## src/rtl/fetch_unit_if.sv

```systemverilog
// -----------------------------------------------------------------------------
// fetch_unit_if
//
// Bundles the instruction-fetch stage's bus signals:
//   - instruction memory port  (imem_addr out, imem_rdata back)
//   - redirect request         (redirect_valid, redirect_pc)
//   - decode handshake         (out_valid/out_ready plus payload)
//   - status                   (fault, fault_pc, fetch_count)
//
// The master modport is the fetch unit. The slave modport is its environment:
// instruction memory, branch resolution and decode.
// clk and rst are not part of the bundle. They are plain ports on the
// modules that use it.
// -----------------------------------------------------------------------------
interface fetch_unit_if;

  // Instruction memory port
  logic [31:0] imem_addr;
  logic [31:0] imem_rdata;

  // Redirect request from branch/jump resolution
  logic        redirect_valid;
  logic [31:0] redirect_pc;

  // Output register towards decode
  logic        out_valid;
  logic        out_ready;
  logic [31:0] out_instr;
  logic [31:0] out_pc;
  logic [31:0] out_pc_plus4;

  // Status
  logic [1:0]  fault;
  logic [31:0] fault_pc;
  logic [31:0] fetch_count;

  modport master (
    output imem_addr,
    input  imem_rdata,
    input  redirect_valid,
    input  redirect_pc,
    output out_valid,
    input  out_ready,
    output out_instr,
    output out_pc,
    output out_pc_plus4,
    output fault,
    output fault_pc,
    output fetch_count
  );

  modport slave (
    input  imem_addr,
    output imem_rdata,
    output redirect_valid,
    output redirect_pc,
    input  out_valid,
    output out_ready,
    input  out_instr,
    input  out_pc,
    input  out_pc_plus4,
    input  fault,
    input  fault_pc,
    input  fetch_count
  );

endinterface

```

## src/rtl/fetch_unit.sv

```systemverilog
// -----------------------------------------------------------------------------
// fetch_unit
//
// Instruction fetch stage.
//   - Owns the program counter and presents it as the instruction memory
//     address with zero latency.
//   - Captures the combinationally returned word, together with its PC, into
//     an output register. That register is handed to decode over a
//     valid/ready handshake.
//   - Handles redirects, which load a new PC and flush the output register.
//   - Stalls under back-pressure.
//   - Stops in HALT on a misaligned redirect or an out-of-range fetch.
//     Only rst leaves HALT.
//
// Parameters
//   RESET_PC    PC loaded on reset (word aligned)
//   IMEM_WORDS  instruction memory depth in 32-bit words
//
// Ports
//   clk              core clock, rising edge
//   rst              synchronous, active-high reset
//   bus.imem_addr    byte address to instruction memory (= pc)
//   bus.imem_rdata   instruction word for imem_addr
//   bus.redirect_*   redirect request and target
//   bus.out_*        output register and handshake towards decode
//   bus.fault        sticky fault code (00 none, 01 misaligned, 10 range)
//   bus.fault_pc     offending address captured with the fault
//   bus.fetch_count  instructions loaded into the output register
// -----------------------------------------------------------------------------
module fetch_unit #(
  parameter logic [31:0] RESET_PC   = 32'h0000_0000,
  parameter int          IMEM_WORDS = 1024
) (
  input  logic         clk,
  input  logic         rst,
  fetch_unit_if.master bus
);

  typedef enum logic [1:0] {
    S_IDLE = 2'd0,
    S_RUN  = 2'd1,
    S_HALT = 2'd2
  } state_t;

  typedef enum logic [1:0] {
    FAULT_NONE     = 2'b00,
    FAULT_MISALIGN = 2'b01,
    FAULT_RANGE    = 2'b10
  } fault_t;

  // The limit is held in 33 bits so that a memory of the full 4 GiB cannot
  // wrap to zero. The comparison is made on the unsigned 32-bit pc.
  localparam logic [32:0] IMEM_LIMIT = 33'(IMEM_WORDS) << 2;

  // ---------------------------------------------------------------------------
  // State
  // ---------------------------------------------------------------------------
  state_t      state_q,        state_d;
  logic [31:0] pc_q,           pc_d;
  logic        out_valid_q,    out_valid_d;
  logic [31:0] out_instr_q,    out_instr_d;
  logic [31:0] out_pc_q,       out_pc_d;
  logic [31:0] out_pc_plus4_q, out_pc_plus4_d;
  fault_t      fault_q,        fault_d;
  logic [31:0] fault_pc_q,     fault_pc_d;
  logic [31:0] fetch_count_q,  fetch_count_d;

  // ---------------------------------------------------------------------------
  // Helper terms
  // ---------------------------------------------------------------------------
  logic        load_cond;
  logic        pc_out_of_range;
  logic        redirect_misaligned;
  logic [31:0] pc_plus4;

  // The output register may be refilled when it is empty, or when decode
  // takes its current content on this edge. This is independent of the fetch
  // address, so out_valid never depends combinationally on out_ready.
  assign load_cond           = !out_valid_q || bus.out_ready;
  assign pc_out_of_range     = {1'b0, pc_q} >= IMEM_LIMIT;
  assign redirect_misaligned = bus.redirect_pc[1:0] != 2'b00;
  assign pc_plus4            = pc_q + 32'd4;

  // ---------------------------------------------------------------------------
  // Next-state logic
  // ---------------------------------------------------------------------------
  always_comb begin
    // NOTE: every signal driven here is given its hold value first, so each
    // path through the case assigns it and no latch is inferred.
    state_d        = state_q;
    pc_d           = pc_q;
    out_valid_d    = out_valid_q;
    out_instr_d    = out_instr_q;
    out_pc_d       = out_pc_q;
    out_pc_plus4_d = out_pc_plus4_q;
    fault_d        = fault_q;
    fault_pc_d     = fault_pc_q;
    fetch_count_d  = fetch_count_q;

    unique case (state_q)
      // One bubble after reset. Redirects are not looked at here.
      S_IDLE: begin
        out_valid_d = 1'b0;
        state_d     = S_RUN;
      end

      S_RUN: begin
        if (bus.redirect_valid) begin
          // A redirect always flushes the output register. A transfer that
          // decode would have taken on this edge is dropped.
          out_valid_d = 1'b0;
          if (redirect_misaligned) begin
            state_d    = S_HALT;
            fault_d    = FAULT_MISALIGN;
            fault_pc_d = bus.redirect_pc;
          end else begin
            pc_d = bus.redirect_pc;
          end
        end else if (load_cond) begin
          if (pc_out_of_range) begin
            state_d     = S_HALT;
            fault_d     = FAULT_RANGE;
            fault_pc_d  = pc_q;
            out_valid_d = 1'b0;
          end else begin
            out_instr_d    = bus.imem_rdata;
            out_pc_d       = pc_q;
            out_pc_plus4_d = pc_plus4;
            out_valid_d    = 1'b1;
            pc_d           = pc_plus4;
            fetch_count_d  = fetch_count_q + 32'd1;
          end
        end
        // Otherwise decode is stalling: everything holds, so imem_addr and
        // the presented instruction stay stable.
      end

      S_HALT: begin
        // Frozen until reset. The output payload keeps its last value.
        out_valid_d = 1'b0;
      end

      default: begin
        state_d     = S_IDLE;
        out_valid_d = 1'b0;
      end
    endcase
  end

  // ---------------------------------------------------------------------------
  // State registers
  // ---------------------------------------------------------------------------
  // NOTE: rst is tested inside the clocked block, so the reset is
  // synchronous. It takes effect only at a rising edge and overrides every
  // other input on that edge.
  always_ff @(posedge clk) begin
    // NOTE: state is updated with non-blocking assignments only. Every
    // register then samples pre-edge values, whatever the statement order.
    if (rst) begin
      state_q        <= S_IDLE;
      pc_q           <= RESET_PC;
      out_valid_q    <= 1'b0;
      out_instr_q    <= 32'd0;
      out_pc_q       <= 32'd0;
      out_pc_plus4_q <= 32'd0;
      fault_q        <= FAULT_NONE;
      fault_pc_q     <= 32'd0;
      fetch_count_q  <= 32'd0;
    end else begin
      state_q        <= state_d;
      pc_q           <= pc_d;
      out_valid_q    <= out_valid_d;
      out_instr_q    <= out_instr_d;
      out_pc_q       <= out_pc_d;
      out_pc_plus4_q <= out_pc_plus4_d;
      fault_q        <= fault_d;
      fault_pc_q     <= fault_pc_d;
      fetch_count_q  <= fetch_count_d;
    end
  end

  // ---------------------------------------------------------------------------
  // Outputs
  // ---------------------------------------------------------------------------
  assign bus.imem_addr    = pc_q;
  assign bus.out_valid    = out_valid_q;
  assign bus.out_instr    = out_instr_q;
  assign bus.out_pc       = out_pc_q;
  assign bus.out_pc_plus4 = out_pc_plus4_q;
  assign bus.fault        = fault_q;
  assign bus.fault_pc     = fault_pc_q;
  assign bus.fetch_count  = fetch_count_q;

endmodule

```

## src/flat_wrapper.sv

```systemverilog
// flat-port wrapper written by rule: the top's interface ports become plain ports
module fetch_unit_flat 
#(
  parameter logic [31:0] RESET_PC   = 32'h0000_0000,
  parameter int          IMEM_WORDS = 1024
)
  (clk, rst, bus_imem_addr, bus_imem_rdata, bus_redirect_valid, bus_redirect_pc, bus_out_valid, bus_out_ready, bus_out_instr, bus_out_pc, bus_out_pc_plus4, bus_fault, bus_fault_pc, bus_fetch_count);
  fetch_unit_if bus_i ();
  input  logic clk;
  input  logic rst;
  output wire logic [$bits(bus_i.imem_addr)-1:0] bus_imem_addr;
  input wire logic [$bits(bus_i.imem_rdata)-1:0] bus_imem_rdata;
  input wire logic [$bits(bus_i.redirect_valid)-1:0] bus_redirect_valid;
  input wire logic [$bits(bus_i.redirect_pc)-1:0] bus_redirect_pc;
  output wire logic [$bits(bus_i.out_valid)-1:0] bus_out_valid;
  input wire logic [$bits(bus_i.out_ready)-1:0] bus_out_ready;
  output wire logic [$bits(bus_i.out_instr)-1:0] bus_out_instr;
  output wire logic [$bits(bus_i.out_pc)-1:0] bus_out_pc;
  output wire logic [$bits(bus_i.out_pc_plus4)-1:0] bus_out_pc_plus4;
  output wire logic [$bits(bus_i.fault)-1:0] bus_fault;
  output wire logic [$bits(bus_i.fault_pc)-1:0] bus_fault_pc;
  output wire logic [$bits(bus_i.fetch_count)-1:0] bus_fetch_count;
  assign bus_imem_addr = bus_i.imem_addr;
  assign bus_i.imem_rdata = bus_imem_rdata;
  assign bus_i.redirect_valid = bus_redirect_valid;
  assign bus_i.redirect_pc = bus_redirect_pc;
  assign bus_out_valid = bus_i.out_valid;
  assign bus_i.out_ready = bus_out_ready;
  assign bus_out_instr = bus_i.out_instr;
  assign bus_out_pc = bus_i.out_pc;
  assign bus_out_pc_plus4 = bus_i.out_pc_plus4;
  assign bus_fault = bus_i.fault;
  assign bus_fault_pc = bus_i.fault_pc;
  assign bus_fetch_count = bus_i.fetch_count;
  fetch_unit #(.RESET_PC(RESET_PC), .IMEM_WORDS(IMEM_WORDS)) u_core (.clk(clk), .rst(rst), .bus(bus_i));
endmodule
```

## config.mk

```make
export PLATFORM = sky130hd
export DESIGN_NAME = fetch_unit_flat
export DESIGN_NICKNAME = d
export VERILOG_FILES = /design/src/rtl/fetch_unit_if.sv /design/src/rtl/fetch_unit.sv /design/src/flat_wrapper.sv
export SDC_FILE = /design/constraint.sdc
export NUM_CORES = 1
export LEC_CHECK = 0
export CAP_MARGIN = 20
export CORE_MARGIN = 2
export CORE_UTILIZATION = 25
export CTS_BUF_LIST = sky130_fd_sc_hd__clkbuf_4 sky130_fd_sc_hd__clkbuf_8
export CTS_CLUSTER_SIZE = 16
export DETAILED_ROUTE_END_ITERATION = 12
export GPL_TIMING_DRIVEN = 1
export PLACE_DENSITY = 0.49
export SLEW_MARGIN = 30
export SYNTH_ARGS = -nofsm -noshare
export SYNTH_HDL_FRONTEND = slang
export SYNTH_SLANG_ARGS = --single-unit
```

## constraint.sdc

```tcl
create_clock -name clk -period 3.83 [get_ports clk]
set_input_delay 0.383 -clock clk [delete_from_list [all_inputs] [get_ports clk]]
set_output_delay 0.383 -clock clk [all_outputs]
set_load 0.05 [all_outputs]
```

==> flow_metrics.py, run 1 <==
metrics = {
    "run_status": {
        "status": "finished clean",
    },
    "finish": {
        "drive_gt1_share_pct": 5.04,
        "final_cell_mix": "clkdlybuf4s50_1, dfxtp_1, nand2_1",
        "layout_commonest_cell": "clkdlybuf4s50_1",
        "finish.utilization_pct": 36.2,
        "syn_to_final_growth_pct": 43.6,
        "fillers": 3148,
        "design_area_um2": 11000,
        "final_nets": 1171,
    },
    "die": {
        "die_h_um": 179,
        "rows": 64,
        "die_area_um2": 32100,
        "start_util_pct": 25.2,
        "core_um2": 30400,
        "die_x_um": 179,
        "io_pins": 263,
    },
    "worst_setup_path": {
        "critPathCaptureType": "register",
        "cp_data_arrival_time_ps": 3430,
        "cp-start-kind": "register",
        "startpoint": "u_core.bus.imem_addr[19]",
        "rr_startpoint": "u_core.bus.imem_addr[19]",
        "timing_worst_setup_path_type": "register to register",
        "crit_required_ps": 4190,
        "cp_max_fo": 39,
    },
    "synth": {
        "synth_compound_area_share_pct": 14.0,
        "seq_area_frac_synth_pct": 50.9,
        "synth-xor-area-share_pct": 2.17,
        "ys_seq_elements": 195,
        "syn_area_um2": 7670,
        "synth_top_family_by_area": "simple AND/OR/NAND/NOR gates",
        "avgSynthCellArea_um2": 8.72,
        "ys.flop_type": "dfxtp_1",
        "yosysUniqueCellTypes": 43,
        "synth_cells": 880,
        "synth_edf_count": 0,
        "yosys.area_share.simple_pct": 23.9,
        "synth_nets": 951,
        "ys_warn_count": 0,
        "synthAdderAreaFrac_pct": 0.489,
        "synthArstFlopShare_pct": 0,
        "synth.area.mux_share_pct": 4.18,
    },
    "cts": {
        "root_buffer": "clkbuf_8",
        "clockBufferDepth": 2,
        "cts_hold_buf": 0,
        "tritoncts": "built",
        "cts_buffers": 17,
        "clock_latency_ps": 470,
        "post_cts_resize_count": 0,
        "clk_pin_slew_worst_paths_ps": 120,
        "cts_htree_levels": 4,
        "post_cts_buffers": 0,
        "clock_sinks": 195,
    },
    "global_routing": {
        "grt_first_pass_wirelength_mm": 38.8,
        "grtUsageTotal_pct": 15.6,
        "antenna_found_initial": 1,
        "grt_pass1_vias": 6537,
        "grt.overflow.total": 0,
        "grt_start_max_net_pins": 90,
    },
    "sta": {
        "finalHoldViolations": 0,
        "timing.slew.headroom_pct": 30.6,
        "tns_ps": 0,
        "clock_skew_ps": 23.2,
        "setup_viol": 0,
        "period_share_pct": 80.2,
        "period_needed_ps": 3070,
        "hold_ws_ps": 356,
        "maxSlewViolCount": 0,
        "rsz0062_at_grt": "no",
        "fmax_mhz": 325,
        "worstMarginPinSlew_ps": 1030,
    },
    "drt": {
        "routed_via_density": 4.62,
        "firstDrtPassIters": 4,
        "wire_per_inst_um": 17.0,
        "post-route-drc-count": 0,
        "drt-initial-drc-count": 366,
        "num_vias": 6975,
        "drtAntennaViolNets": 0,
        "drt_wl_total_mm": 25.6,
    },
    "placed_design": {
        "portBuffers": 262,
        "hpwl_mm": 17.4,
        "place_area_um2": 10600,
        "gp_congestion": 0.744,
    },
    "worst_hold_path": {
        "worstHoldStart": "rst",
        "hold_path_class": "input port to register",
    },
    "pwr": {
        "peakVddDrop_v": 0.000260,
        "p_leak_nw": 3.71,
        "p_per_area_nw_per_um2": 513,
    },
    "run": {
        "maxCapViolCount": 0,
    },
}
==> state kept, by name (all words and copies together), names as in the netlist <==
signal and cells:
u_core.bus.fault 2, u_core.bus.fault_pc 32, u_core.bus.fetch_count 32, u_core.bus.imem_addr 32
u_core.bus.out_instr 32, u_core.bus.out_pc 30, u_core.bus.out_pc_plus4 32, u_core.bus.out_valid 1
u_core.state_q 2
==> logic make-up after synthesis <==
kind of cell	count (synthesis)
AND/OR/NAND/NOR	369
XOR/XNOR	19
flip-flops	195
adder cells (fa/ha/maj)	3
multiplexers	32
buffers and inverters	82
AO/OA/AOI/OAI	180
==> where the power goes <==
group	internal (W)	total [W]	switching [W]
logic	0.000621	0.00190	0.00128
registers	0.00222	0.00237	0.000156
clock network	0.000554	0.00138	0.000821
==> critical path, cell delays in order, from the launching register on <==
cell and delay [ps]:
dfxtp_1 370, nor4_1 890, and3_1 530, and3_2 630, nor2_2 50, buf_4 250, and2_1 200
==> worst paths after layout <==
| check | endpoint | slack [ps] | cells past startpoint |
|---|---|---|---|
| max | u_core.bus.out_pc_plus4[16] | 760 | 6 |
| min | u_core.bus.out_pc_plus4[11] | 360 | 2 |
| max reg2reg | u_core.bus.out_pc_plus4[16] | 760 | 6 |
| min reg2reg | u_core.bus.out_instr[23] | 460 | 2 |
==> metal layers <==
metal	wire [µm]	GRT usage, %	vias to the layer above	share of wire (%)
li1	-	-	3503	-
met1	12500	22.2	3260	49
met2	11200	23.2	194	44
met3	1650	4.30	16	6.4
met4	215	3.46	2	0.84
met5	13	0	-	0.051
==> stage by stage <==
step           setup WS, ps  std cells  power, W
2_1_floorplan          1290        880   0.00362
3_3_place_gp            776       1477   0.00433
4_1_cts                 731       1508   0.00573
6_report                758       1509   0.00565
3_5_place_dp            786       1477   0.00433
5_1_grt                 638       1508   0.00594
==> cell type report <==
class | instances | area [µm²] | area share (%)
diodes | 1 | 2.50 | 0.0227
clock buffers | 18 | 248 | 2.25
clock inverters | 13 | 141 | 1.28
inverters | 10 | 37.5 | 0.341
multi-input cells | 603 | 3460 | 31.4
flip-flops and latches | 195 | 3900 | 35.4
well taps | 396 | 495 | 4.50
repair buffers | 273 | 2730 | 24.7
==> Yosys cell counts, types with 3 or more instances <==
master	n	area share, %
dfxtp_1	195	51
nand2_1	140	6.9
a21oi_1	99	6.5
clkbuf_1	56	2.7
and2_1	41	3.3
nor3_1	39	2.5
nor2_1	37	1.8
a211oi_1	34	3.3
nand3_1	34	2.2
mux2i_1	32	4.2
o21ai_0	17	1.1
nand2b_1	11	0.90
nand4_1	11	0.90
or3_1	11	0.90
xnor2_1	11	1.3
inv_1	10	0.49
nor4_1	10	0.82
buf_2	9	0.59
o31ai_1	9	0.88
and3_1	8	0.65
xor2_1	8	0.91
and4_1	7	0.80
or4_1	7	0.69
a311oi_1	6	0.69
buf_4	4	0.39
o211ai_1	4	0.39
buf_1	3	0.15
ha_1	3	0.49
nor2b_1	3	0.24
Note: power is estimated with default switching activity, not from simulation.
==> run 2: changes to the inputs <==
- PLACE_DENSITY: 0.49 -> 0.51
- clock period: 3.83 -> 2.8 ns (I/O delays scaled with it)
==> run 2 against run 1 <==
Effect of this change:
- flip-flop and latch count stayed put
- clock-buffer cell count is the same
- sequential share of layout area down 0.41 points
- critical path type unchanged
- wire length grew 0.27%
- via count increased by 1.7%
- cell count is 1.1% higher
- clock skew increased by 5.8 ps
- hold slack worse by 98 ps
- critical endpoint is now u_core.bus.fetch_count[28]
==> flow_metrics.py, run 2 (synthesis gave the netlist of run 1 again) <==
metrics = {
    "run_status": {
        "status": "finished clean",
    },
    "finish": {
        "final_cell_mix": "clkdlybuf4s50_1, dfxtp_1, nand2_1",
        "drive_gt1_share_pct": 6.55,
        "diodes": 0,
        "finish.utilization_pct": 36.6,
        "multiInputGateArea_um2": 3450,
        "final_cells": 1526,
        "seq_area_um2": 3900,
        "final_nets": 1189,
        "syn_to_final_growth_pct": 45.3,
        "fillers": 3166,
        "design_area_um2": 11100,
        "layout_commonest_cell": "clkdlybuf4s50_1",
    },
    "die": {
        "die_h_um": 179,
        "die_x_um": 179,
        "start_util_pct": 25.2,
        "io_pins": 263,
        "die_area_um2": 32100,
        "core_um2": 30400,
        "rows": 64,
    },
    "pwr": {
        "clock_power_share_pct": 24.4,
        "p_leak_nw": 3.80,
        "pwr-share-comb_pct": 34.4,
        "p_per_area_nw_per_um2": 698,
        "p_int_w": 0.00469,
        "peakVddDrop_v": 0.000438,
        "seqPwrFrac_pct": 41.2,
        "netSwitchingPower_w": 0.00309,
        "power.share.switching_pct": 39.7,
    },
    "cts": {
        "clock_sinks": 195,
        "clk_pin_slew_worst_paths_ps": 110,
        "post_cts_buffers": 0,
        "cts_hold_buf": 0,
        "clockBufferDepth": 2,
        "cts_htree_levels": 4,
        "tritoncts": "built",
        "root_buffer": "clkbuf_8",
        "cts_buffers": 17,
        "clock_latency_ps": 480,
        "post_cts_resize_count": 0,
    },
    "placed_design": {
        "portBuffers": 262,
        "gp_congestion": 0.728,
        "hpwl_mm": 17.4,
        "dp.cells": 1495,
        "place_ws_ps": 289,
        "place_area_um2": 10700,
    },
    "sta": {
        "maxSlewViolCount": 0,
        "fmax_mhz": 395,
        "worstMarginPinSlew_ps": 745,
        "setup_viol": 0,
        "tns_ps": 0,
        "finalHoldViolations": 0,
        "period_share_pct": 90.4,
        "period_needed_ps": 2530,
        "clock_skew_ps": 29.0,
        "worst_slack_ps": 267,
        "timing.slew.headroom_pct": 50.3,
        "rsz0062_at_grt": "no",
    },
    "run": {
        "maxCapViolCount": 0,
    },
    "worst_setup_path": {
        "slowest_delay_ps": 590,
        "crit_required_ps": 3200,
        "reg2regPathDepth": 5,
        "path_cells": "or4_4 > nor4_4 > nand3_1 > or4_1 > a21oi_1",
        "cp_data_arrival_time_ps": 2930,
        "timing_worst_setup_path_type": "register to register",
        "rr_startpoint": "u_core.bus.imem_addr[17]",
        "cp-start-kind": "register",
        "timing.rr.end": "u_core.bus.fetch_count[28]",
        "critPathCaptureType": "register",
        "rrSetupSlack_ps": 270,
        "cp_slowest_cell": "or4_1",
        "cp_max_fo": 12,
    },
    "drt": {
        "post-route-drc-count": 0,
        "routed_via_density": 4.65,
        "num_vias": 7095,
        "wire_per_inst_um": 16.8,
        "drt_wl_total_mm": 25.7,
        "drtAntennaViolNets": 0,
        "drt-initial-drc-count": 392,
        "firstDrtPassIters": 5,
    },
    "global_routing": {
        "grt_first_pass_wirelength_mm": 39.0,
        "grt_pass1_vias": 6651,
        "grtUsageTotal_pct": 15.7,
        "grt_start_max_net_pins": 86,
        "grt.overflow.total": 0,
        "antenna_found_initial": 0,
    },
    "worst_hold_path": {
        "worstHoldStart": "bus_redirect_valid",
        "hold_end": "u_core.bus.out_valid",
        "hold_path_class": "input port to register",
        "min_path_cells": 3,
    },
}
run 2: layer usage:
layer  up-vias  wire length (µm)  GRT usage [%]
li1       3531                 -              -
met1      3321             11900           21.5
met2       228             11500           23.9
met3        15              1900           4.83
met4         0               318           4.13
met5         -                 0              0
run 2: worst max path at each step:
| stage | startpoint | endpoint | slack, ps | cells past startpoint |
|---|---|---|---|---|
| after floorplan | u_core.bus.imem_addr[16] | u_core.bus.fetch_count[30] | 260 | 6 |
| after global placement | u_core.bus.imem_addr[16] | u_core.bus.fetch_count[30] | 320 | 5 |
| after detailed placement | u_core.bus.imem_addr[16] | u_core.bus.fetch_count[28] | 290 | 5 |
| after CTS | u_core.bus.imem_addr[17] | u_core.bus.fetch_count[28] | 260 | 5 |
| after global routing | u_core.bus.imem_addr[17] | u_core.bus.fetch_count[29] | 90 | 5 |
| final | u_core.bus.imem_addr[17] | u_core.bus.fetch_count[28] | 270 | 5 |
run 2: stage by stage:
stage | power [W] | hold WS, ps
2_1_floorplan | 0.00496 | 420
3_3_place_gp | 0.00596 | 437
4_1_cts | 0.00791 | 207
5_1_grt | 0.00822 | 215
3_5_place_dp | 0.00597 | 443
6_report | 0.00778 | 259
run 2: worst max-delay path, delay by kind of cell, from the launching register on:
kind               cells  cell delay [ps]
DFF                    1              370
AOI/OAI and AO/OA      1              150
and+or+nand+nor        4             1930
run 2: area by class of cell:
class,instances,share of cell area [%]
flip-flops and latches,195,35.0
multi-input cells,603,31.0
repair buffers,291,25.7
well taps,396,4.45
clock buffers,18,2.22
clock inverters,13,1.29
inverters,10,0.337
run 2: power by group through the flow:
stage                     Sequential, W  Clock, W  Combinational [W]
after CTS                       0.00321   0.00200            0.00271
after detailed placement        0.00327         0            0.00270
after global placement          0.00327         0            0.00270
after floorplan                 0.00412         0           0.000843
final                           0.00321   0.00190            0.00268
after global routing            0.00324   0.00211            0.00287
